[config.mk]
export PLATFORM = sky130hd
export DESIGN_NAME = parking_sensor_gen_flat
export DESIGN_NICKNAME = d
export VERILOG_FILES = /design/src/rtl/parkinglot_pkg.sv /design/src/rtl/parking_sensor_gen_if.sv /design/src/rtl/parkgen_dwell_timer.sv /design/src/rtl/parking_sensor_gen.sv /design/src/flat_wrapper.sv
export SDC_FILE = /design/constraint.sdc
export NUM_CORES = 1
export LEC_CHECK = 0
export CORE_AREA = 10 10 47 49
export DETAILED_ROUTE_END_ITERATION = 10
export DIE_AREA = 0 0 57 59
export DONT_BUFFER_PORTS = 1
export HOLD_SLACK_MARGIN = 0.15
export PLACE_DENSITY = 0.66
export SLEW_MARGIN = 20
export SYNTH_ARGS = -nofsm -noshare
export SYNTH_HDL_FRONTEND = slang
export SYNTH_HIERARCHICAL = 1
export SYNTH_SLANG_ARGS = --single-unit
[constraint.sdc]
create_clock -name clk -period 2.17 [get_ports clk]
set_input_delay 0.434 -clock clk [delete_from_list [all_inputs] [get_ports clk]]
set_output_delay 0.434 -clock clk [all_outputs]
set_load 0.01 [all_outputs]
[src/rtl/parkinglot_pkg.sv]
// Shared encodings for the parking-lot sensor generator: request kinds,
// generator FSM states and the 2-bit (a,b) sensor patterns.
package parkinglot_pkg;

    typedef enum logic [1:0] {
        KIND_ENTER       = 2'b00,
        KIND_EXIT        = 2'b01,
        KIND_ENTER_ABORT = 2'b10,
        KIND_EXIT_ABORT  = 2'b11
    } req_kind_t;

    typedef enum logic [2:0] {
        ST_IDLE = 3'd0,
        ST_PH1  = 3'd1,
        ST_PH2  = 3'd2,
        ST_PH3  = 3'd3,
        ST_GAP  = 3'd4
    } gen_state_t;

    localparam logic [1:0] SENS_IDLE = 2'b00;
    localparam logic [1:0] SENS_A    = 2'b10;
    localparam logic [1:0] SENS_AB   = 2'b11;
    localparam logic [1:0] SENS_B    = 2'b01;

    function automatic int max2(input int x, input int y);
        return (x > y) ? x : y;
    endfunction

    // Enter-type passages break the outer beam first; PH3 shows which gate the car leaves by.
    function automatic logic [1:0] phase_pattern(input req_kind_t kind, input gen_state_t st);
        logic [1:0] pat;
        pat = SENS_IDLE;
        case (st)
            ST_PH1:  pat = (kind == KIND_ENTER || kind == KIND_ENTER_ABORT) ? SENS_A : SENS_B;
            ST_PH2:  pat = SENS_AB;
            ST_PH3:  pat = (kind == KIND_ENTER || kind == KIND_EXIT_ABORT) ? SENS_B : SENS_A;
            default: pat = SENS_IDLE;
        endcase
        return pat;
    endfunction

endpackage

[src/rtl/parking_sensor_gen_if.sv]
// Passage-request handshake between a requester and the sensor generator.
interface parking_sensor_gen_if;
    logic       req_valid;
    logic [1:0] req_kind;
    logic       req_ready;

    modport master (output req_valid, output req_kind, input req_ready);
    modport slave  (input req_valid, input req_kind, output req_ready);
endinterface

[src/rtl/parkgen_dwell_timer.sv]
// Loadable down-counter with zero flag; times both sensor phases and the gap.
module parkgen_dwell_timer #(
    parameter int W = 2
) (
    input  logic         clk,
    input  logic         reset,
    input  logic         load,
    input  logic [W-1:0] load_val,
    output logic [W-1:0] cnt,
    output logic         zero
);

    always_ff @(posedge clk or negedge reset) begin
        if (!reset) begin
            cnt <= '0;
        end else if (load) begin
            cnt <= load_val;
        end else if (cnt != '0) begin
            cnt <= cnt - 1'b1;
        end
    end

    assign zero = (cnt == '0);

endmodule

[src/rtl/parking_sensor_gen.sv]
// Plays one car passage at a time onto sensor_a/sensor_b for the occupancy decoder.
// Optional shadow occupancy counter enabled by `define PARKGEN_SHADOW_COUNT_EN.
module parking_sensor_gen
    import parkinglot_pkg::*;
#(
    parameter int PHASE_CYCLES = 1,
    parameter int GAP_CYCLES   = 1,
    parameter int CAPACITY     = 7
) (
    input  logic                 clk,
    input  logic                 reset,
    parking_sensor_gen_if.slave  req,
    output logic                 sensor_a,
    output logic                 sensor_b,
    output logic                 busy,
    output logic                 done,
    output logic [2:0]           expected_count
);

    localparam int TW = $clog2(max2(PHASE_CYCLES, GAP_CYCLES)) + 1;
    localparam logic [TW-1:0] PH_LOAD  = TW'(PHASE_CYCLES - 1);
    localparam logic [TW-1:0] GAP_LOAD = TW'(GAP_CYCLES - 1);
    localparam logic [TW-1:0] ONE      = TW'(1);

    gen_state_t     state;
    req_kind_t      kind_q;
    logic           accept;
    logic           tmr_load;
    logic [TW-1:0]  tmr_val;
    logic [TW-1:0]  tmr_cnt;
    logic           tmr_zero;

    assign req.req_ready = (state == ST_IDLE) && reset;
    assign accept        = req.req_valid && req.req_ready;

    // Reload the dwell timer on every state entry that starts a timed interval.
    always_comb begin
        tmr_load = 1'b0;
        tmr_val  = PH_LOAD;
        case (state)
            ST_IDLE: tmr_load = accept;
            ST_PH1,
            ST_PH2:  tmr_load = tmr_zero;
            ST_PH3: begin
                tmr_load = tmr_zero;
                tmr_val  = GAP_LOAD;
            end
            default: tmr_load = 1'b0;
        endcase
    end

    parkgen_dwell_timer #(.W(TW)) u_dwell (
        .clk      (clk),
        .reset    (reset),
        .load     (tmr_load),
        .load_val (tmr_val),
        .cnt      (tmr_cnt),
        .zero     (tmr_zero)
    );

    always_ff @(posedge clk or negedge reset) begin
        if (!reset) begin
            state               <= ST_IDLE;
            kind_q              <= KIND_ENTER;
            {sensor_a, sensor_b} <= SENS_IDLE;
            busy                <= 1'b0;
            done                <= 1'b0;
        end else begin
            case (state)
                ST_IDLE: begin
                    if (accept) begin
                        state               <= ST_PH1;
                        kind_q              <= req_kind_t'(req.req_kind);
                        {sensor_a, sensor_b} <= phase_pattern(req_kind_t'(req.req_kind), ST_PH1);
                        busy                <= 1'b1;
                    end
                end
                ST_PH1: begin
                    if (tmr_zero) begin
                        state               <= ST_PH2;
                        {sensor_a, sensor_b} <= phase_pattern(kind_q, ST_PH2);
                    end
                end
                ST_PH2: begin
                    if (tmr_zero) begin
                        state               <= ST_PH3;
                        {sensor_a, sensor_b} <= phase_pattern(kind_q, ST_PH3);
                    end
                end
                ST_PH3: begin
                    if (tmr_zero) begin
                        state               <= ST_GAP;
                        {sensor_a, sensor_b} <= SENS_IDLE;
                        done                <= (GAP_CYCLES == 1);
                    end
                end
                ST_GAP: begin
                    // done is registered, so it is raised one cycle before the timer hits zero.
                    if (tmr_zero) begin
                        state <= ST_IDLE;
                        busy  <= 1'b0;
                        done  <= 1'b0;
                    end else begin
                        done  <= (tmr_cnt == ONE);
                    end
                end
                default: begin
                    state               <= ST_IDLE;
                    {sensor_a, sensor_b} <= SENS_IDLE;
                    busy                <= 1'b0;
                    done                <= 1'b0;
                end
            endcase
        end
    end

`ifdef PARKGEN_SHADOW_COUNT_EN
    localparam logic [2:0] CAP = 3'(CAPACITY);
    logic [2:0] shadow;

    always_ff @(posedge clk or negedge reset) begin
        if (!reset) begin
            shadow <= '0;
        end else if (done) begin
            case (kind_q)
                KIND_ENTER: if (shadow < CAP)  shadow <= shadow + 3'd1;
                KIND_EXIT:  if (shadow != '0) shadow <= shadow - 3'd1;
                default:    shadow <= shadow;
            endcase
        end
    end

    assign expected_count = shadow;
`else
    assign expected_count = 3'd0;
`endif

endmodule

[src/flat_wrapper.sv]
// flat-port wrapper written by rule: the top's interface ports become plain ports
module parking_sensor_gen_flat import parkinglot_pkg::*;
#(
    parameter int PHASE_CYCLES = 1,
    parameter int GAP_CYCLES   = 1,
    parameter int CAPACITY     = 7
)
  (clk, reset, sensor_a, sensor_b, busy, done, expected_count, req_req_valid, req_req_kind, req_req_ready);
  parking_sensor_gen_if req_i ();
  input  logic clk;
  input  logic reset;
  output logic sensor_a;
  output logic sensor_b;
  output logic busy;
  output logic done;
  output logic [2:0] expected_count;
  input wire logic [$bits(req_i.req_valid)-1:0] req_req_valid;
  input wire logic [$bits(req_i.req_kind)-1:0] req_req_kind;
  output wire logic [$bits(req_i.req_ready)-1:0] req_req_ready;
  assign req_i.req_valid = req_req_valid;
  assign req_i.req_kind = req_req_kind;
  assign req_req_ready = req_i.req_ready;
  parking_sensor_gen #(.PHASE_CYCLES(PHASE_CYCLES), .GAP_CYCLES(GAP_CYCLES), .CAPACITY(CAPACITY)) u_core (.clk(clk), .reset(reset), .req(req_i), .sensor_a(sensor_a), .sensor_b(sensor_b), .busy(busy), .done(done), .expected_count(expected_count));
endmodule
==> summary.txt <==
Status
  – Outcome: finished, final reports clean

Global route
  – Met3 Track Usage GR: 3.22%
  – Most used routing layer: met2
  – Vias in the first global route: 359
  – Initial antenna violation count: 0
  – First-pass GRT wire length: 1840 µm
  – GRT Total Usage: 6.79%
  – Grt ovf: 0
  – Largest net degree at the start of global routing: 14
  – GR Layer Usage met2: 9.30%
  – Met1 usage: 8.72%

Finish
  – Fill cells: 144
  – Commonest non-fill, non-tap cells in the layout: dfrtp_1, o21ai_0, nor2_1, conb_1
  – Nets: 61
  – Layout Cells excl Fill: 70
  – FF+latch area: 250 µm²
  – Layout cells sized above 1: 14.8%
  – Antenna diodes: 0
  – Area Overhead vs Synth: 3.99%
  – Most common cell after layout, fill and taps aside: dfrtp_1
  – Multi-input gate area: 280 µm²

Worst hold path
  – Hold Path Depth: 1
  – Worst Hold Path EP: u_core/kind_q[1]
  – Hold Crit Start: req_req_kind[1]
  – HP Class: in -> reg

STA
  – Fin crit share: 77.6%
  – Final setup viols: 0
  – Final hold vios: 0
  – Fin crit period: 1.68 ns
  – RSZ-0062 raised after global routing: false
  – Setup_tns: 0 ns
  – Achievable Freq: 594 MHz
  – Setup WS post-layout: 0.487 ns
  – Skew final: 0.00184 ns
  – Slew Viols, Final: 0

Synthesis
  – Seq cells post-synth: 10
  – Yosys cell types: 26
  – Register area share after synthesis: 44.3%
  – Yosys warning total: 6
  – Synthesized area: 564 µm²
  – Avg Synthesized Cell Area: 10.4 µm²
  – Post-synthesis instance total: 54

Clocking
  – H-tree depth: 1
  – CTS tree: built
  – Clock net sink count: 10
  – Setup Fix Bufs, Post-CTS: 0
  – Clock Tree Root: clkbuf_4
  – Hold Buf Count CTS: 1
  – TritonCTS buffer count: 3
  – CTS Buffer Depth: 2
  – Post_cts resized: 0
  – Clk_lat worst skew: 0.26 ns
  – CTS clock-pin slew for the worst setup and hold paths: 0.06 ns

Floorplanning
  – Die Y: 59 µm
  – Die area: 3360 µm²
  – Area of the core: 1400 µm²
  – Row cnt: 14
  – Die width: 57 µm
  – Initial Util: 40.3%
  – IO Count: 13

Routing
  – Post-route antenna net violation count: 0
  – Via count: 370
  – Drc violations: 0
  – Vias per inst: 5.29
  – First-pass DRT Iterations: 6
  – DRT Wirelength: 1060 µm
  – 1st-iter DRT viols: 6
  – WL per Instance: 15.1 µm

Setup path
  – Reg-to-reg setup timing slack: 0.56 ns
  – Critical path's slowest cell: dfrtp_1
  – Crit Path Class: reg -> out
  – Worst path bufs/invs: 0
  – CP endpoint kind: output port
  – Crit path required time: 1.74 ns
  – Critical R2R Launch: u_core/state[0]
  – Worst Setup Start Kind: register
  – Crit path arrival time: 1.25 ns
  – R2R cell count: 3
  – CP top delay family: flip-flops
  – Max FO, Critical Path: 12
  – Worst reg2reg endpoint: u_core/sensor_b
  – Crit-path max cell delay: 0.51 ns
  – Number of cells on the critical path: 1
  – Worst-path cell chain: nor4b_4

Placement
  – PortBufs: 0
  – Pre-CTS setup slack: 0.569 ns
  – GPL Wtd Cong: 0.805
  – Dpl hpwl: 769 µm
  – Inst Count DP: 66

Power and ir drop
  – PD cells: 1590 nW/µm²
  – Peak VDD IR: 582 µV
  – Total power: 931 µW
  – Leak: 0.252 nW

Run
  – MaxCap Viol Count: 0
-- stage by stage --
stage	hold slack [ns]	utilization (%)	cell area [µm²]
floorplan	0.138	-	576
global placement	0.139	39.6	554
detailed placement	0.139	39.6	554
CTS	0.311	41.9	587
global route	0.298	41.9	587
finish	0.322	41.9	587
-- worst max path at each step --
stage / start / endpoint
after floorplan: u_core/state[0] / u_core/sensor_a
final: u_core/state[0] / req_req_ready
after CTS: u_core/state[0] / req_req_ready
after global routing: u_core/state[0] / req_req_ready
after global placement: u_core/state[0] / u_core/sensor_b
after detailed placement: u_core/state[0] / u_core/sensor_a
-- metal layers --
layer | wire length, µm | vias to the layer above
li1 | - | 186
met3 | 72 | 0
met1 | 458 | 177
met5 | 0 | -
met2 | 529 | 7
met4 | 0 | 0
-- layout make-up --
type	instances	share of cell area [%]
well taps	16	3.41
clock buffers	3	3.84
repair buffers	1	1.71
multi-input cells	39	47.8
inverters	1	0.640
flip-flops and latches	10	42.6
-- registers in the layout (all words and copies together), names as in the netlist --
signal	flops
u_core/busy	1
u_core/u_dwell/cnt	1
u_core/sensor_b	1
u_core/state	3
u_core/done	1
u_core/kind_q	2
u_core/sensor_a	1
-- where the power goes --
| part | internal [mW] | leakage [nW] | switching (mW) | total (mW) |
|---|---|---|---|---|
| Combinational | 0.196 | 0.116 | 0.160 | 0.355 |
| Clock | 0.0639 | 0.0138 | 0.0591 | 0.123 |
| Sequential | 0.285 | 0.122 | 0.168 | 0.452 |
| Total | 0.544 | 0.252 | 0.387 | 0.931 |
-- synthesized netlist by cell type --
library cell / n / area, µm²
nand2_1: 3 / 11.3
buf_2: 3 / 15.0
or3b_1: 1 / 8.76
mux2_4: 2 / 30.0
a31oi_1: 2 / 12.5
nor3_1: 1 / 5.00
mux2_1: 2 / 22.5
conb_1: 1 / 3.75
inv_1: 1 / 3.75
a21oi_1: 1 / 5.00
nor2_1: 4 / 15.0
buf_4: 3 / 22.5
xnor2_1: 1 / 8.76
o21ai_0: 4 / 20.0
nand2_2: 1 / 6.26
nand3_1: 2 / 10.0
dfrtp_1: 10 / 250
o2bb2ai_2: 1 / 15.0
o32ai_1: 2 / 17.5
nor2b_1: 1 / 6.26
and3b_1: 1 / 8.76
clkbuf_1: 1 / 3.75
nor4b_4: 1 / 23.8
and2_1: 1 / 6.26
a211oi_1: 2 / 15.0
xor2_1: 2 / 17.5
-- logic make-up after synthesis --
logic type	share of synthesized area [%]
flops	44.3
compound gates	15.1
other cells	0.665
xor+xnor	4.66
simple gates	18.0
mux	9.31
buf+inv	7.98
(Power assumes the default switching activity.)
